## config.mk

```make
export PLATFORM = sky130hd
export DESIGN_NAME = pa_lsu_spsram_ctrl
export DESIGN_NICKNAME = d
export VERILOG_FILES = /design/src/rtl/pa_lsu_spsram_ctrl_define.sv /design/src/rtl/pa_lsu_spsram_sweep.sv /design/src/rtl/pa_lsu_spsram_ctrl.sv
export SDC_FILE = /design/constraint.sdc
export NUM_CORES = 1
export LEC_CHECK = 0
export CORE_UTILIZATION = 39
export CTS_CLUSTER_DIAMETER = 150
export DETAILED_ROUTE_END_ITERATION = 12
export GPL_ROUTABILITY_DRIVEN = 1
export GPL_TIMING_DRIVEN = 1
export PLACE_DENSITY = 0.84
export SYNTH_ARGS = -nofsm -noshare
export SYNTH_HDL_FRONTEND = slang
export SYNTH_SLANG_ARGS = --single-unit
```

## constraint.sdc

```tcl
create_clock -name forever_cpuclk -period 6.4 [get_ports forever_cpuclk]
set_clock_uncertainty 0.15 [all_clocks]
set_input_delay 1.6 -clock forever_cpuclk [delete_from_list [all_inputs] [get_ports forever_cpuclk]]
set_output_delay 1.6 -clock forever_cpuclk [all_outputs]
set_load 0.01 [all_outputs]
```

## src/rtl/pa_lsu_spsram_ctrl_define.sv

```systemverilog
// Shared encodings and default sizing for the LSU single-port SRAM controller.
package pa_lsu_spsram_ctrl_define;

    typedef enum logic [1:0] {
        ST_INIT  = 2'd0,
        ST_IDLE  = 2'd1,
        ST_FLUSH = 2'd2
    } state_e;

    localparam int unsigned ADDR_WIDTH_DEF   = 8;
    localparam int unsigned DATA_WIDTH_DEF   = 4;
    localparam logic [3:0]  INIT_VAL_DEF     = 4'b0000;
    localparam int unsigned STARVE_LIMIT_DEF = 3;

endpackage

```

## src/rtl/pa_lsu_spsram_sweep.sv

```systemverilog
// Address sweeper for the init/flush clear: one entry per enabled cycle, pulses done on the last.
module pa_lsu_spsram_sweep #(
    parameter int unsigned ADDR_WIDTH = 8
) (
    input  logic                  clk,
    input  logic                  rst,
    input  logic                  start,
    input  logic                  enable,
    output logic [ADDR_WIDTH-1:0] addr,
    output logic                  last,
    output logic                  busy,
    output logic                  done
);

    localparam logic [ADDR_WIDTH-1:0] LAST_ADDR = '1;
    localparam logic [ADDR_WIDTH-1:0] PRE_LAST  = LAST_ADDR - ADDR_WIDTH'(1);

    logic [ADDR_WIDTH-1:0] cnt;

    // done is registered one entry early so it lines up with the last write
    always_ff @(posedge clk or posedge rst) begin
        if (rst) begin
            cnt  <= '0;
            done <= 1'b0;
        end else begin
            if (start) begin
                cnt <= '0;
            end else if (enable) begin
                cnt <= cnt + ADDR_WIDTH'(1);
            end
            done <= enable && (cnt == PRE_LAST);
        end
    end

    assign addr = cnt;
    assign last = enable && (cnt == LAST_ADDR);
    assign busy = enable;

endmodule

```

## src/rtl/pa_lsu_spsram_ctrl.sv

```systemverilog
// Sweep sequencer and write-priority arbiter for one LSU single-port SRAM.
// Optional same-address read bypass: define PA_LSU_SPSRAM_CTRL_RD_BYPASS_EN.
module pa_lsu_spsram_ctrl
    import pa_lsu_spsram_ctrl_define::*;
#(
    parameter int unsigned           ADDR_WIDTH   = ADDR_WIDTH_DEF,
    parameter int unsigned           DATA_WIDTH   = DATA_WIDTH_DEF,
    parameter logic [DATA_WIDTH-1:0] INIT_VAL     = DATA_WIDTH'(INIT_VAL_DEF),
    parameter int unsigned           STARVE_LIMIT = STARVE_LIMIT_DEF
) (
    input  logic                  forever_cpuclk,
    input  logic                  cpurst,
    input  logic                  flush_req,
    output logic                  flush_busy,
    output logic                  init_done,
    input  logic                  rd_vld,
    input  logic [ADDR_WIDTH-1:0] rd_addr,
    output logic                  rd_ready,
    output logic                  rd_rdata_vld,
    output logic [DATA_WIDTH-1:0] rd_rdata,
    input  logic                  wr_vld,
    input  logic [ADDR_WIDTH-1:0] wr_addr,
    input  logic [DATA_WIDTH-1:0] wr_data,
    input  logic [DATA_WIDTH-1:0] wr_bmask,
    output logic                  wr_ready,
    output logic [ADDR_WIDTH-1:0] sram_a,
    output logic                  sram_cen,
    output logic                  sram_gwen,
    output logic [DATA_WIDTH-1:0] sram_wen,
    output logic [DATA_WIDTH-1:0] sram_d,
    input  logic [DATA_WIDTH-1:0] sram_q
);

    localparam int unsigned SW = (STARVE_LIMIT < 1) ? 1 : $clog2(STARVE_LIMIT + 1);
    localparam logic [SW-1:0] STARVE_MAX = SW'(STARVE_LIMIT);

    state_e                state_q, state_d;
    logic [SW-1:0]         starve_cnt;
    logic                  starve_hit;
    logic                  sweep_start, sweep_en, sweep_last;
    logic [ADDR_WIDTH-1:0] sweep_addr;
`ifdef PA_LSU_SPSRAM_CTRL_RD_BYPASS_EN
    logic                  byp;
    logic                  byp_q;
    logic [DATA_WIDTH-1:0] byp_data_q;
`endif

    assign starve_hit = (starve_cnt == STARVE_MAX);

    pa_lsu_spsram_sweep #(
        .ADDR_WIDTH (ADDR_WIDTH)
    ) u_sweep (
        .clk    (forever_cpuclk),
        .rst    (cpurst),
        .start  (sweep_start),
        .enable (sweep_en),
        .addr   (sweep_addr),
        .last   (sweep_last),
        .busy   (flush_busy),
        .done   (init_done)
    );

    // Next state, arbitration and SRAM pin drive
    always_comb begin
        state_d     = state_q;
        sweep_start = 1'b0;
        sweep_en    = 1'b0;
        rd_ready    = 1'b0;
        wr_ready    = 1'b0;
        sram_a      = '0;
        sram_cen    = 1'b1;
        sram_gwen   = 1'b1;
        sram_wen    = '1;
        sram_d      = '0;
`ifdef PA_LSU_SPSRAM_CTRL_RD_BYPASS_EN
        byp         = 1'b0;
`endif
        case (state_q)
            ST_INIT, ST_FLUSH: begin
                sweep_en  = 1'b1;
                sram_cen  = 1'b0;
                sram_gwen = 1'b0;
                sram_wen  = '0;
                sram_a    = sweep_addr;
                sram_d    = INIT_VAL;
                if (sweep_last) begin
                    state_d = ST_IDLE;
                end
            end
            ST_IDLE: begin
                if (flush_req) begin
                    state_d     = ST_FLUSH;
                    sweep_start = 1'b1;
                end else if (wr_vld && !(rd_vld && starve_hit)) begin
                    wr_ready  = 1'b1;
                    sram_cen  = 1'b0;
                    sram_gwen = 1'b0;
                    sram_wen  = ~wr_bmask;
                    sram_a    = wr_addr;
                    sram_d    = wr_data;
`ifdef PA_LSU_SPSRAM_CTRL_RD_BYPASS_EN
                    // full-mask writes to the read address forward their data
                    if (rd_vld && (rd_addr == wr_addr) && (&wr_bmask)) begin
                        rd_ready = 1'b1;
                        byp      = 1'b1;
                    end
`endif
                end else if (rd_vld) begin
                    rd_ready = 1'b1;
                    sram_cen = 1'b0;
                    sram_a   = rd_addr;
                end
            end
            default: state_d = ST_INIT;
        endcase
    end

    always_ff @(posedge forever_cpuclk or posedge cpurst) begin
        if (cpurst) begin
            state_q      <= ST_INIT;
            rd_rdata_vld <= 1'b0;
            starve_cnt   <= '0;
        end else begin
            state_q      <= state_d;
            rd_rdata_vld <= rd_ready;
            if (!rd_vld || rd_ready) begin
                starve_cnt <= '0;
            end else if (wr_ready && !starve_hit) begin
                starve_cnt <= starve_cnt + SW'(1);
            end
        end
    end

`ifdef PA_LSU_SPSRAM_CTRL_RD_BYPASS_EN
    always_ff @(posedge forever_cpuclk or posedge cpurst) begin
        if (cpurst) begin
            byp_q      <= 1'b0;
            byp_data_q <= '0;
        end else begin
            byp_q <= byp;
            if (byp) begin
                byp_data_q <= wr_data;
            end
        end
    end

    assign rd_rdata = byp_q ? byp_data_q : sram_q;
`else
    assign rd_rdata = sram_q;
`endif

endmodule
```

==> run_summary.xml, run 1 <==
<?xml version="1.0" encoding="UTF-8"?>
<metrics>
  <group name="run_status">
    <metric name="run_status" unit="">finished, final reports clean</metric>
  </group>
  <group name="grt">
    <metric name="antenna_violations_before_repair" unit="">0</metric>
    <metric name="global_route_congestion_overflow_total" unit="">0</metric>
    <metric name="global_route.usage.met3" unit="%">8.187</metric>
    <metric name="grt_util_met1" unit="%">24.82</metric>
    <metric name="grt_max_degree" unit="">20</metric>
    <metric name="grt_pass1_wl" unit="µm">4036</metric>
    <metric name="met2_usage" unit="%">34.42</metric>
    <metric name="grt_util_overall" unit="%">20.60</metric>
    <metric name="number_of_global_route_vias_before_repair" unit="">873</metric>
    <metric name="grt-busiest-layer" unit="">met2</metric>
  </group>
  <group name="yosys">
    <metric name="number_of_flops_mapped_to_enable_cells_by_yosys" unit="">0</metric>
    <metric name="mappedNetlistNets" unit="">142</metric>
    <metric name="syn_area_per_cell" unit="µm²">9.065</metric>
    <metric name="cell_types_occupying_the_most_area_after_synthesis" unit="">sky130_fd_sc_hd__dfrtp_1 36%, sky130_fd_sc_hd__a221o_1 8.3%, sky130_fd_sc_hd__a21oi_1 4.7%, sky130_fd_sc_hd__buf_4 4.7%, sky130_fd_sc_hd__ha_1 3.9%</metric>
    <metric name="yosys.cell_count.top_type" unit="">sky130_fd_sc_hd__dfrtp_1</metric>
    <metric name="synth.largest_area_cell" unit="">sky130_fd_sc_hd__dfrtp_1</metric>
    <metric name="ys_seq_area_share" unit="%">36.46</metric>
    <metric name="synth_cell_types" unit="">35</metric>
    <metric name="synthesis.yosys.warnings" unit="">0</metric>
    <metric name="synth_ff_type" unit="">sky130_fd_sc_hd__dfrtp_1</metric>
    <metric name="synth-seq-cells" unit="">14</metric>
    <metric name="syn-cell-area" unit="µm²">960.9</metric>
    <metric name="cells_after_synthesis" unit="">106</metric>
    <metric name="area_share_of_the_largest_cell_type_after_synthesis" unit="%">36.46</metric>
    <metric name="post_synth_most_frequent_cells" unit="">14 x sky130_fd_sc_hd__dfrtp_1, 9 x sky130_fd_sc_hd__a21oi_1, 8 x sky130_fd_sc_hd__a221o_1, 7 x sky130_fd_sc_hd__nor2_1, 6 x sky130_fd_sc_hd__buf_4</metric>
    <metric name="synth_async_sr_flop_share" unit="%">100.0</metric>
  </group>
  <group name="sta">
    <metric name="worst_tran_pin_value" unit="ns">0.5496</metric>
    <metric name="period_share" unit="%">86.10</metric>
    <metric name="maxSlewViolCount" unit="">0</metric>
    <metric name="grt_setup_unrepaired" unit="">no</metric>
    <metric name="count_of_final_setup_violators" unit="">0</metric>
    <metric name="fmax" unit="MHz">181.5</metric>
    <metric name="final_setup_tns" unit="ns">0</metric>
    <metric name="worst_slew_margin_rel" unit="%">63.32</metric>
    <metric name="report.final.hold_viol_count" unit="">0</metric>
    <metric name="min_period" unit="ns">5.511</metric>
  </group>
  <group name="power_and_ir_drop">
    <metric name="power.ir.vdd_worst" unit="mV">0.1453</metric>
    <metric name="power.static_leakage" unit="nW">0.5824</metric>
    <metric name="cellPowerDensity" unit="mW/mm²">108.1</metric>
  </group>
  <group name="clock_network">
    <metric name="cts_made_buffers" unit="">3</metric>
    <metric name="post_cts_hold_buffer_count" unit="">0</metric>
    <metric name="clkSinkCount" unit="">14</metric>
    <metric name="clock-root-buffer" unit="">sky130_fd_sc_hd__clkbuf_4</metric>
    <metric name="worstSkewPairLatency" unit="ns">0.27</metric>
    <metric name="cts_tree" unit="">done</metric>
    <metric name="clkTransAtPathRegs" unit="ns">0.08</metric>
    <metric name="cts_post_setup_buffers_inserted" unit="">0</metric>
    <metric name="clock_tree.htree_level_count" unit="">1</metric>
    <metric name="clock_path_buffers" unit="">2</metric>
    <metric name="cts-resized-gates" unit="">0</metric>
  </group>
  <group name="worst_setup_path">
    <metric name="crit_path_cell_trace" unit="">clkdlybuf4s50_1, or3b_1, nor2_2, a221o_1, clkdlybuf4s50_1</metric>
    <metric name="max_stage_delay" unit="ns">0.54</metric>
    <metric name="crit_buf_inv" unit="">2</metric>
    <metric name="timing.critical_path.fanout_max" unit="">13</metric>
    <metric name="worst_path_max_delay_cell" unit="">sky130_fd_sc_hd__clkdlybuf4s50_1</metric>
    <metric name="cp_data_arrival_time" unit="ns">3.76</metric>
    <metric name="req_time_crit_path" unit="ns">4.65</metric>
    <metric name="most_frequent_cell_on_critical_path" unit="">sky130_fd_sc_hd__clkdlybuf4s50_1</metric>
    <metric name="endpoint_kind" unit="">primary output</metric>
    <metric name="worstSetupStartpointType" unit="">primary input</metric>
    <metric name="critPathKind" unit="">primary input to primary output</metric>
    <metric name="critPathTopFamily" unit="">buffers and inverters</metric>
  </group>
  <group name="layout">
    <metric name="final.fill_count" unit="">197</metric>
    <metric name="final_net_count" unit="">190</metric>
    <metric name="drive_above_1_share" unit="%">5.263</metric>
    <metric name="n_diodes" unit="">0</metric>
    <metric name="area_delta_synth_final" unit="%">52.86</metric>
    <metric name="finish.cell_count_without_fillers" unit="">180</metric>
  </group>
  <group name="run">
    <metric name="drv_cap" unit="">0</metric>
  </group>
  <group name="route">
    <metric name="avgRoutedWirePerCell" unit="µm">14.14</metric>
    <metric name="routed-via-count" unit="">968</metric>
    <metric name="drt_first_iter_violations" unit="">29</metric>
    <metric name="drt_pre_antenna_iters" unit="">4</metric>
    <metric name="antenna_violating_nets_post_route" unit="">0</metric>
    <metric name="vias_per_instance" unit="">5.378</metric>
    <metric name="drt_drc_violations_left" unit="">0</metric>
    <metric name="drt_wl_total" unit="µm">2546</metric>
  </group>
  <group name="floorplanning">
    <metric name="rows" unit="">17</metric>
    <metric name="floorplan.initialDensity" unit="%">42.22</metric>
    <metric name="fp.dieArea" unit="mm²">0.002666</metric>
    <metric name="height_of_the_die" unit="µm">51.64</metric>
    <metric name="fp.dieW" unit="µm">51.64</metric>
    <metric name="design.core.area" unit="mm²">0.002276</metric>
    <metric name="io_pins" unit="">60</metric>
  </group>
  <group name="placed_design">
    <metric name="dpl.hpwl" unit="µm">2017</metric>
    <metric name="gp_congestion" unit="">0.8022</metric>
    <metric name="numPortBuffers" unit="">51</metric>
    <metric name="placed_cell_count" unit="">177</metric>
  </group>
  <group name="worst_hold_path">
    <metric name="min-delay-path-class" unit="">flip-flop to flip-flop</metric>
  </group>
</metrics>
==> flip-flops by register name, indices dropped and copies added (netlist names) <==
register and flops:
u_sweep.addr 8, starve_cnt 2, state_q 2, rd_rdata_vld 1, u_sweep.done 1
==> report_power, final <==
part	leakage (nW)	internal [W]	switching [W]
clock network	0.0138	0.0000218	0.0000260
logic	0.398	0.0000160	0.00000667
registers	0.171	0.0000883	0
total	0.582	0.000126	0.0000326
==> metal layers <==
layer,share of wire [%],wire length [µm]
met1,42,1073
met2,46,1182
met3,11,277
met4,0.55,14
met5,0,0
==> cells in the final DEF (no fill, tap or decap), types with 2 or more instances in the layout <==
master / synthesis / layout
sky130_fd_sc_hd__a21oi_1: 9 / 9
sky130_fd_sc_hd__a221o_1: 8 / 8
sky130_fd_sc_hd__and2_1: 4 / 4
sky130_fd_sc_hd__and2b_1: 4 / 4
sky130_fd_sc_hd__clkbuf_4: 0 / 3
sky130_fd_sc_hd__clkdlybuf4s50_1: 0 / 51
sky130_fd_sc_hd__dfrtp_1: 14 / 14
sky130_fd_sc_hd__ha_1: 3 / 3
sky130_fd_sc_hd__inv_1: 5 / 5
sky130_fd_sc_hd__nand2_1: 4 / 4
sky130_fd_sc_hd__nand3_1: 4 / 4
sky130_fd_sc_hd__nand3b_1: 3 / 3
sky130_fd_sc_hd__nor2_1: 7 / 7
sky130_fd_sc_hd__nor2b_1: 3 / 3
sky130_fd_sc_hd__nor3_1: 2 / 2
sky130_fd_sc_hd__nor3b_1: 2 / 2
sky130_fd_sc_hd__o211ai_1: 2 / 2
sky130_fd_sc_hd__o21ai_0: 5 / 5
sky130_fd_sc_hd__o31ai_1: 2 / 2
sky130_fd_sc_hd__or2_2: 2 / 2
sky130_fd_sc_hd__xor2_1: 2 / 2
==> stage by stage <==
step           hold WS, ns  worst slack, ns  total power [W]  cell area, µm²  util (%)
6_report            0.3752           0.8893        0.0001588            1469     64.54
5_1_grt             0.4108           0.7701        0.0001673            1469     64.54
4_1_cts             0.3758           0.8654        0.0001621            1469     64.54
3_5_place_dp        0.3631           0.8660        0.0001129            1446     63.55
3_3_place_gp        0.3457           0.9497        0.0001128            1446     63.55
2_1_floorplan       0.3205            1.964       0.00009667           960.9         -
==> final timing paths <==
kind                                  from              end  slack (ns)  depth (start not counted)
setup / recovery                 flush_req        sram_a[2]        0.89                          5
hold / removal             u_sweep.addr[5]  u_sweep.addr[5]        0.38                          1
setup reg to reg                state_q[0]     rd_rdata_vld        4.58                          2
hold reg to reg            u_sweep.addr[5]  u_sweep.addr[5]        0.38                          1
max in group asynchronous           cpurst  u_sweep.addr[0]        4.21                          2
min in group asynchronous           cpurst    starve_cnt[0]        1.53                          2
==> final cells by class <==
cell class	count	area (µm²)	share of cell area, %
multi-input cells	78	528.0	35.95
clock buffers	3	22.52	1.533
repair buffers	51	510.5	34.75
inverters	6	22.52	1.533
well taps	28	35.03	2.385
flip-flops and latches	14	350.3	23.85
==> cells by family after synthesis <==
family | count (synthesis) | share of synthesized area (%)
and+or+nand+nor | 44 | 27.74
xor gates and xnor gates | 2 | 1.823
AOI/OAI and AO/OA | 29 | 21.48
adders and majority gates | 3 | 3.907
buffers and inverters | 14 | 8.593
DFF | 14 | 36.46
(Power assumes the default switching activity.)
==> run 2, diff against run 1 <==
--- a/config.mk
+++ b/config.mk
@@ -5,6 +5,7 @@
 export SDC_FILE = /design/constraint.sdc
 export NUM_CORES = 1
 export LEC_CHECK = 0
+export CORE_MARGIN = 3
 export CORE_UTILIZATION = 39
 export CTS_CLUSTER_DIAMETER = 150
 export DETAILED_ROUTE_END_ITERATION = 12
==> run 2 against run 1 <==
Net effect:
- final cell count up 0.56%
- design area up 0.94%
- power increased by 9.2%
- critical path depth unchanged
- register-to-register slack about the same
- flip-flop and latch count unchanged
==> run_summary.xml, run 2 (same netlist as run 1, synthesis figures left out) <==
<?xml version="1.0" encoding="UTF-8"?>
<metrics>
  <group name="grt">
    <metric name="number_of_global_route_vias_before_repair" unit="">901</metric>
    <metric name="grt_max_degree" unit="">20</metric>
    <metric name="grt_util_overall" unit="%">17.38</metric>
    <metric name="antenna_violations_before_repair" unit="">0</metric>
    <metric name="global_route_congestion_overflow_total" unit="">0</metric>
    <metric name="grt_pass1_wl" unit="µm">4278</metric>
  </group>
  <group name="floorplanning">
    <metric name="design.core.area" unit="mm²">0.002276</metric>
    <metric name="height_of_the_die" unit="µm">55.64</metric>
    <metric name="rows" unit="">17</metric>
    <metric name="io_pins" unit="">60</metric>
    <metric name="fp.dieArea" unit="mm²">0.003095</metric>
    <metric name="floorplan.initialDensity" unit="%">42.22</metric>
    <metric name="fp.dieW" unit="µm">55.64</metric>
  </group>
  <group name="power_and_ir_drop">
    <metric name="power.static_leakage" unit="nW">0.5896</metric>
    <metric name="p_seq_share" unit="%">51.0</metric>
    <metric name="switching_share_of_power" unit="%">19.85</metric>
    <metric name="power_frac_clock" unit="%">36.0</metric>
    <metric name="power.ir.vdd_worst" unit="mV">0.09972</metric>
    <metric name="switching_power" unit="W">0.00003441</metric>
    <metric name="cellPowerDensity" unit="mW/mm²">116.9</metric>
    <metric name="combinationalPowerShare" unit="%">13.0</metric>
    <metric name="power_report.internal_total" unit="W">0.0001390</metric>
  </group>
  <group name="clock_network">
    <metric name="cts-resized-gates" unit="">0</metric>
    <metric name="clock_tree.htree_level_count" unit="">1</metric>
    <metric name="clkSinkCount" unit="">14</metric>
    <metric name="clock_path_buffers" unit="">2</metric>
    <metric name="cts_tree" unit="">done</metric>
    <metric name="cts_post_setup_buffers_inserted" unit="">0</metric>
    <metric name="post_cts_hold_buffer_count" unit="">0</metric>
    <metric name="cts_made_buffers" unit="">3</metric>
    <metric name="clock-root-buffer" unit="">sky130_fd_sc_hd__clkbuf_4</metric>
    <metric name="clkTransAtPathRegs" unit="ns">0.08</metric>
    <metric name="worstSkewPairLatency" unit="ns">0.28</metric>
  </group>
  <group name="sta">
    <metric name="grt_setup_unrepaired" unit="">no</metric>
    <metric name="final_setup_tns" unit="ns">0</metric>
    <metric name="report.final.hold_viol_count" unit="">0</metric>
    <metric name="period_share" unit="%">86.13</metric>
    <metric name="fmax" unit="MHz">181.4</metric>
    <metric name="post-route-worst-setup-slack" unit="ns">0.8878</metric>
    <metric name="min_period" unit="ns">5.512</metric>
    <metric name="maxSlewViolCount" unit="">0</metric>
    <metric name="worst_slew_margin_rel" unit="%">62.86</metric>
    <metric name="worst_tran_pin_value" unit="ns">0.5565</metric>
    <metric name="count_of_final_setup_violators" unit="">0</metric>
  </group>
  <group name="route">
    <metric name="drt_wl_total" unit="µm">2712</metric>
    <metric name="antenna_violating_nets_post_route" unit="">0</metric>
    <metric name="vias_per_instance" unit="">5.370</metric>
    <metric name="drt_drc_violations_left" unit="">0</metric>
    <metric name="drt_pre_antenna_iters" unit="">4</metric>
    <metric name="drt_first_iter_violations" unit="">38</metric>
    <metric name="avgRoutedWirePerCell" unit="µm">14.98</metric>
    <metric name="routed-via-count" unit="">972</metric>
  </group>
  <group name="layout">
    <metric name="drive_above_1_share" unit="%">5.882</metric>
    <metric name="final_area" unit="mm²">0.001483</metric>
    <metric name="fin_util" unit="%">65.15</metric>
    <metric name="top_library_cells_by_usage_in_the_layout_fill_and_taps_aside" unit="">51 x sky130_fd_sc_hd__clkdlybuf4s50_1, 14 x sky130_fd_sc_hd__dfrtp_1, 9 x sky130_fd_sc_hd__a21oi_1, 8 x sky130_fd_sc_hd__a221o_1, 7 x sky130_fd_sc_hd__nor2_1</metric>
    <metric name="final_net_count" unit="">190</metric>
    <metric name="area_delta_synth_final" unit="%">54.30</metric>
    <metric name="n_diodes" unit="">0</metric>
    <metric name="largest_register_ffs" unit="">8</metric>
    <metric name="final.fill_count" unit="">204</metric>
    <metric name="layout_commonest_cell" unit="">sky130_fd_sc_hd__clkdlybuf4s50_1</metric>
  </group>
  <group name="worst_setup_path">
    <metric name="ff2ff_setup_slack" unit="ns">4.58</metric>
    <metric name="critPathKind" unit="">primary input to primary output</metric>
    <metric name="r2r_start" unit="">state_q[0]</metric>
    <metric name="worstReg2RegEnd" unit="">rd_rdata_vld</metric>
    <metric name="endpoint_kind" unit="">primary output</metric>
    <metric name="r2r_cells" unit="">2</metric>
    <metric name="worstSetupStartpointType" unit="">primary input</metric>
    <metric name="timing.critical_path.fanout_max" unit="">13</metric>
    <metric name="cp_data_arrival_time" unit="ns">3.76</metric>
    <metric name="req_time_crit_path" unit="ns">4.65</metric>
  </group>
  <group name="placed_design">
    <metric name="detailed_place.area" unit="mm²">0.001446</metric>
    <metric name="dpl.hpwl" unit="µm">2177</metric>
    <metric name="dp_slack" unit="ns">0.8885</metric>
    <metric name="numPortBuffers" unit="">51</metric>
    <metric name="gp_congestion" unit="">0.8919</metric>
  </group>
  <group name="worst_hold_path">
    <metric name="min-delay-path-class" unit="">flip-flop to flip-flop</metric>
    <metric name="whs_path_depth" unit="">1</metric>
    <metric name="min_delay_worst_endpoint" unit="">u_sweep.addr[5]</metric>
    <metric name="hold_path.startpoint" unit="">u_sweep.addr[5]</metric>
  </group>
  <group name="run">
    <metric name="drv_cap" unit="">0</metric>
  </group>
  <group name="run_status">
    <metric name="run_status" unit="">finished, final reports clean</metric>
  </group>
</metrics>
## run 2: worst max-delay path, stage by stage
cell and delay [ns]:
sky130_fd_sc_hd__clkdlybuf4s50_1 0.48, sky130_fd_sc_hd__or3b_1 0.50, sky130_fd_sc_hd__nor2_2 0.41, sky130_fd_sc_hd__a221o_1 0.23
sky130_fd_sc_hd__clkdlybuf4s50_1 0.54
## run 2: power groups by stage
stage | sequential [W] | combinational, W | clock, W
floorplan | 0.0000901 | 0.00000654 | 0
global placement | 0.0000901 | 0.0000225 | 0
detailed placement | 0.0000901 | 0.0000227 | 0
CTS | 0.0000884 | 0.0000228 | 0.0000652
global route | 0.0000884 | 0.0000242 | 0.0000685
finish | 0.0000884 | 0.0000226 | 0.0000624
## run 2: per-stage QoR
step	hold WS, ns	total power (W)	instances
finish	0.3915	0.0001734	181
global route	0.4065	0.0001811	181
CTS	0.3850	0.0001764	181
detailed placement	0.3600	0.0001129	177
global placement	0.3499	0.0001126	177
floorplan	0.3205	0.00009667	106
## run 2: how the worst max path moves through the flow
stage / slack (ns) / depth (start not counted) / startpoint / to
6_report: 0.89 / 5 / flush_req / sram_a[4]
5_1_grt: 0.76 / 5 / flush_req / sram_a[5]
4_1_cts: 0.89 / 5 / flush_req / sram_a[4]
3_5_place_dp: 0.89 / 5 / flush_req / sram_a[4]
3_3_place_gp: 0.95 / 5 / flush_req / sram_a[5]
2_1_floorplan: 1.96 / 4 / flush_req / sram_a[0]
## run 2: layer usage
layer,vias to the layer above,GRT usage [%],part of all wire [%]
met5,-,0,0
met4,0,3.125,0.48
met3,2,6.265,9.2
met2,45,28.72,45
met1,450,21.93,45
li1,475,-,-
## run 2: layout make-up
class | count | area [µm²] | share of cell area [%]
well taps | 28 | 35.03 | 2.363
inverters | 6 | 22.52 | 1.519
repair buffers | 51 | 510.5 | 34.43
multi-input cells | 78 | 528.0 | 35.61
clock buffers | 4 | 36.28 | 2.447
flip-flops and latches | 14 | 350.3 | 23.63
==> run 3, diff against run 2 <==
--- a/config.mk
+++ b/config.mk
@@ -5,13 +5,14 @@
 export SDC_FILE = /design/constraint.sdc
 export NUM_CORES = 1
 export LEC_CHECK = 0
+export ABC_AREA = 1
 export CORE_MARGIN = 3
-export CORE_UTILIZATION = 39
+export CORE_UTILIZATION = 40
 export CTS_CLUSTER_DIAMETER = 150
 export DETAILED_ROUTE_END_ITERATION = 12
 export GPL_ROUTABILITY_DRIVEN = 1
 export GPL_TIMING_DRIVEN = 1
-export PLACE_DENSITY = 0.84
+export PLACE_DENSITY = 0.85
 export SYNTH_ARGS = -nofsm -noshare
 export SYNTH_HDL_FRONTEND = slang
 export SYNTH_SLANG_ARGS = --single-unit
==> run 3 against run 2 <==
Net effect:
- flip-flop and latch count did not move
- first-iteration DRC count is 7.9% lower
- worst hold slack got worse by 0.026 ns
- power down 6.7%
- critical path type unchanged
- final cell count up 22%
- clock power down 19%
- sequential power is essentially flat
- die area up 0.27%
==> run_summary.xml, run 3 <==
<?xml version="1.0" encoding="UTF-8"?>
<metrics>
  <group name="run_status">
    <metric name="run_status" unit="">finished, final reports clean</metric>
  </group>
  <group name="yosys">
    <metric name="cells_after_synthesis" unit="">145</metric>
    <metric name="mappedNetlistNets" unit="">181</metric>
    <metric name="synth_async_sr_flop_share" unit="%">100.0</metric>
    <metric name="post_synth_most_frequent_cells" unit="">38 x sky130_fd_sc_hd__nand2_1, 22 x sky130_fd_sc_hd__inv_1, 17 x sky130_fd_sc_hd__nor2_1, 14 x sky130_fd_sc_hd__dfrtp_1, 11 x sky130_fd_sc_hd__nand3_1</metric>
    <metric name="cell_types_occupying_the_most_area_after_synthesis" unit="">sky130_fd_sc_hd__dfrtp_1 35%, sky130_fd_sc_hd__nand2_1 14%, sky130_fd_sc_hd__inv_1 8.4%, sky130_fd_sc_hd__nor2_1 6.5%, sky130_fd_sc_hd__nand3_1 5.6%</metric>
    <metric name="yosys.cell_count.top_type" unit="">sky130_fd_sc_hd__nand2_1</metric>
    <metric name="synth_xor_xnor_area_share" unit="%">0</metric>
    <metric name="ys_seq_area_share" unit="%">35.44</metric>
    <metric name="synth_cell_types" unit="">20</metric>
    <metric name="synthesis.yosys.warnings" unit="">0</metric>
    <metric name="synthAdderAreaFrac" unit="%">3.797</metric>
    <metric name="syn_area_per_cell" unit="µm²">6.817</metric>
    <metric name="largest_family_of_logic_cells_by_synthesized_area" unit="">simple AND/OR/NAND/NOR gates</metric>
    <metric name="syn-cell-area" unit="µm²">988.4</metric>
    <metric name="synthesized_area_fraction_occupied_by_and_or_nand_nor_cells" unit="%">34.94</metric>
    <metric name="number_of_flops_mapped_to_enable_cells_by_yosys" unit="">0</metric>
    <metric name="synth.largest_area_cell" unit="">sky130_fd_sc_hd__dfrtp_1</metric>
    <metric name="yosys-mux-area-fraction" unit="%">0</metric>
    <metric name="synth_ff_type" unit="">sky130_fd_sc_hd__dfrtp_1</metric>
    <metric name="synth-compound-area-share" unit="%">12.15</metric>
    <metric name="area_share_of_the_largest_cell_type_after_synthesis" unit="%">35.44</metric>
    <metric name="synth-seq-cells" unit="">14</metric>
  </group>
  <group name="power_and_ir_drop">
    <metric name="switching_power" unit="W">0.00003592</metric>
    <metric name="cellPowerDensity" unit="mW/mm²">107.3</metric>
    <metric name="switching_share_of_power" unit="%">22.20</metric>
    <metric name="power.static_leakage" unit="nW">0.6922</metric>
    <metric name="power_report.internal_total" unit="W">0.0001259</metric>
    <metric name="power_frac_clock" unit="%">31.4</metric>
    <metric name="power.ir.vdd_worst" unit="mV">0.09921</metric>
    <metric name="p_seq_share" unit="%">54.6</metric>
    <metric name="combinationalPowerShare" unit="%">14.0</metric>
  </group>
  <group name="layout">
    <metric name="final.fill_count" unit="">203</metric>
    <metric name="largest_register_ffs" unit="">8</metric>
    <metric name="area_delta_synth_final" unit="%">52.53</metric>
    <metric name="layout_commonest_cell" unit="">sky130_fd_sc_hd__clkdlybuf4s50_1</metric>
    <metric name="top_library_cells_by_usage_in_the_layout_fill_and_taps_aside" unit="">51 x sky130_fd_sc_hd__clkdlybuf4s50_1, 38 x sky130_fd_sc_hd__nand2_1, 22 x sky130_fd_sc_hd__inv_1, 17 x sky130_fd_sc_hd__nor2_1, 14 x sky130_fd_sc_hd__dfrtp_1</metric>
    <metric name="n_diodes" unit="">0</metric>
    <metric name="final_net_count" unit="">230</metric>
    <metric name="final_area" unit="mm²">0.001508</metric>
    <metric name="drive_above_1_share" unit="%">4.167</metric>
  </group>
  <group name="worst_hold_path">
    <metric name="min-delay-path-class" unit="">flip-flop to flip-flop</metric>
  </group>
  <group name="clock_network">
    <metric name="cts_made_buffers" unit="">3</metric>
    <metric name="clock_tree.htree_level_count" unit="">1</metric>
    <metric name="clkTransAtPathRegs" unit="ns">0.09</metric>
    <metric name="worstSkewPairLatency" unit="ns">0.28</metric>
    <metric name="cts-resized-gates" unit="">0</metric>
    <metric name="clock-root-buffer" unit="">sky130_fd_sc_hd__clkbuf_4</metric>
    <metric name="cts_tree" unit="">done</metric>
    <metric name="clkSinkCount" unit="">14</metric>
    <metric name="post_cts_hold_buffer_count" unit="">0</metric>
    <metric name="cts_post_setup_buffers_inserted" unit="">0</metric>
    <metric name="clock_path_buffers" unit="">2</metric>
  </group>
  <group name="grt">
    <metric name="number_of_global_route_vias_before_repair" unit="">1172</metric>
    <metric name="grt_max_degree" unit="">17</metric>
    <metric name="global_route_congestion_overflow_total" unit="">0</metric>
    <metric name="grt_pass1_wl" unit="µm">5306</metric>
    <metric name="antenna_violations_before_repair" unit="">0</metric>
    <metric name="grt_util_overall" unit="%">21.15</metric>
  </group>
  <group name="worst_setup_path">
    <metric name="req_time_crit_path" unit="ns">4.65</metric>
    <metric name="endpoint_kind" unit="">primary output</metric>
    <metric name="cp_data_arrival_time" unit="ns">3.50</metric>
    <metric name="worstSetupStartpointType" unit="">primary input</metric>
    <metric name="timing.critical_path.fanout_max" unit="">10</metric>
    <metric name="critPathKind" unit="">primary input to primary output</metric>
  </group>
  <group name="sta">
    <metric name="count_of_final_setup_violators" unit="">0</metric>
    <metric name="fmax" unit="MHz">190.3</metric>
    <metric name="worst_slew_margin_rel" unit="%">64.13</metric>
    <metric name="min_period" unit="ns">5.254</metric>
    <metric name="grt_setup_unrepaired" unit="">no</metric>
    <metric name="final_setup_tns" unit="ns">0</metric>
    <metric name="worst_tran_pin_value" unit="ns">0.5339</metric>
    <metric name="period_share" unit="%">82.09</metric>
    <metric name="maxSlewViolCount" unit="">0</metric>
    <metric name="report.final.hold_viol_count" unit="">0</metric>
  </group>
  <group name="floorplanning">
    <metric name="floorplan.initialDensity" unit="%">43.43</metric>
    <metric name="rows" unit="">17</metric>
    <metric name="fp.dieArea" unit="mm²">0.003104</metric>
    <metric name="height_of_the_die" unit="µm">55.71</metric>
    <metric name="io_pins" unit="">60</metric>
    <metric name="fp.dieW" unit="µm">55.71</metric>
    <metric name="design.core.area" unit="mm²">0.002276</metric>
  </group>
  <group name="placed_design">
    <metric name="detailed_place.area" unit="mm²">0.001485</metric>
    <metric name="numPortBuffers" unit="">51</metric>
    <metric name="gp_congestion" unit="">0.8226</metric>
    <metric name="dpl.hpwl" unit="µm">2472</metric>
  </group>
  <group name="route">
    <metric name="drt_pre_antenna_iters" unit="">4</metric>
    <metric name="drt_first_iter_violations" unit="">35</metric>
    <metric name="drt_drc_violations_left" unit="">0</metric>
    <metric name="avgRoutedWirePerCell" unit="µm">14.01</metric>
    <metric name="vias_per_instance" unit="">5.100</metric>
    <metric name="routed-via-count" unit="">1122</metric>
    <metric name="drt_wl_total" unit="µm">3083</metric>
    <metric name="antenna_violating_nets_post_route" unit="">0</metric>
  </group>
  <group name="run">
    <metric name="drv_cap" unit="">0</metric>
  </group>
</metrics>
-- run 3: cell types whose count changed after synthesis, sizes merged, moves of 4 or more --
| cell | previous run | this run |
|---|---|---|
| nand3 | 4 | 11 |
| inv | 5 | 23 |
| a221o | 8 | 0 |
| and2 | 4 | 0 |
| and2b | 4 | 0 |
| nor2 | 8 | 20 |
| nand2 | 4 | 39 |
-- run 3: critical path, stage by stage --
cell	delay [ns]
sky130_fd_sc_hd__clkdlybuf4s50_1	0.54
sky130_fd_sc_hd__nand2_1	0.07
sky130_fd_sc_hd__nand2_1	0.20
sky130_fd_sc_hd__nand2_1	0.13
sky130_fd_sc_hd__nor2_4	0.21
sky130_fd_sc_hd__nand2_1	0.08
sky130_fd_sc_hd__o211ai_1	0.09
sky130_fd_sc_hd__clkdlybuf4s50_1	0.58
-- run 3: cells by family (layout without fill, tap and decap cells) --
| group | Yosys count | after routing |
|---|---|---|
| AO/OA/AOI/OAI | 21 | 21 |
| adder cells (fa/ha/maj) | 3 | 3 |
| buffers and inverters | 30 | 77 |
| flip-flops | 14 | 14 |
| AND/OR/NAND/NOR | 77 | 77 |
-- run 3: final timing paths --
check | start | end | slack (ns) | depth (start not counted)
worst max-delay path | rd_vld | sram_a[0] | 1.15 | 8
worst min-delay path | starve_cnt[1] | starve_cnt[1] | 0.37 | 2
worst max register to register | state_q[0] | starve_cnt[1] | 4.54 | 6
worst min register to register | starve_cnt[1] | starve_cnt[1] | 0.37 | 2
max in group asynchronous | cpurst | u_sweep.addr[7] | 4.23 | 2
min in group asynchronous | cpurst | rd_rdata_vld | 1.50 | 2
-- run 3: through the flow --
step	hold slack [ns]	power (W)	util [%]	instances	worst slack [ns]
floorplan	0.3225	0.00009678	-	145	2.327
global placement	0.3359	0.0001124	65.26	217	1.211
detailed placement	0.3525	0.0001129	65.26	217	1.154
CTS	0.3726	0.0001646	66.25	220	1.146
global route	0.4314	0.0001698	66.25	220	0.9317
finish	0.3656	0.0001618	66.25	220	1.146
-- run 3: final cells by class --
class / instances / area (µm²) / share of cell area (%)
clock buffers: 3 / 22.52 / 1.494
well taps: 28 / 35.03 / 2.324
repair buffers: 51 / 510.5 / 33.86
flip-flops and latches: 14 / 350.3 / 23.24
inverters: 23 / 86.33 / 5.726
multi-input cells: 101 / 503.0 / 33.36
-- run 3: power by group through the flow --
stage	registers, W	clock network, W	logic (W)
finish	0.0000884	0.0000508	0.0000227
global route	0.0000884	0.0000567	0.0000247
CTS	0.0000884	0.0000533	0.0000229
detailed placement	0.0000901	0	0.0000227
global placement	0.0000901	0	0.0000223
floorplan	0.0000901	0	0.00000665
-- run 3: routing by layer --
metal	wire, µm	part of all wire (%)	GRT usage (%)	vias to the layer above
li1	-	-	-	554
met1	1220	40	24.21	521
met2	1633	53	35.81	39
met3	173	5.6	7.657	8
met4	55	1.8	7.986	0
met5	0	0	0	-
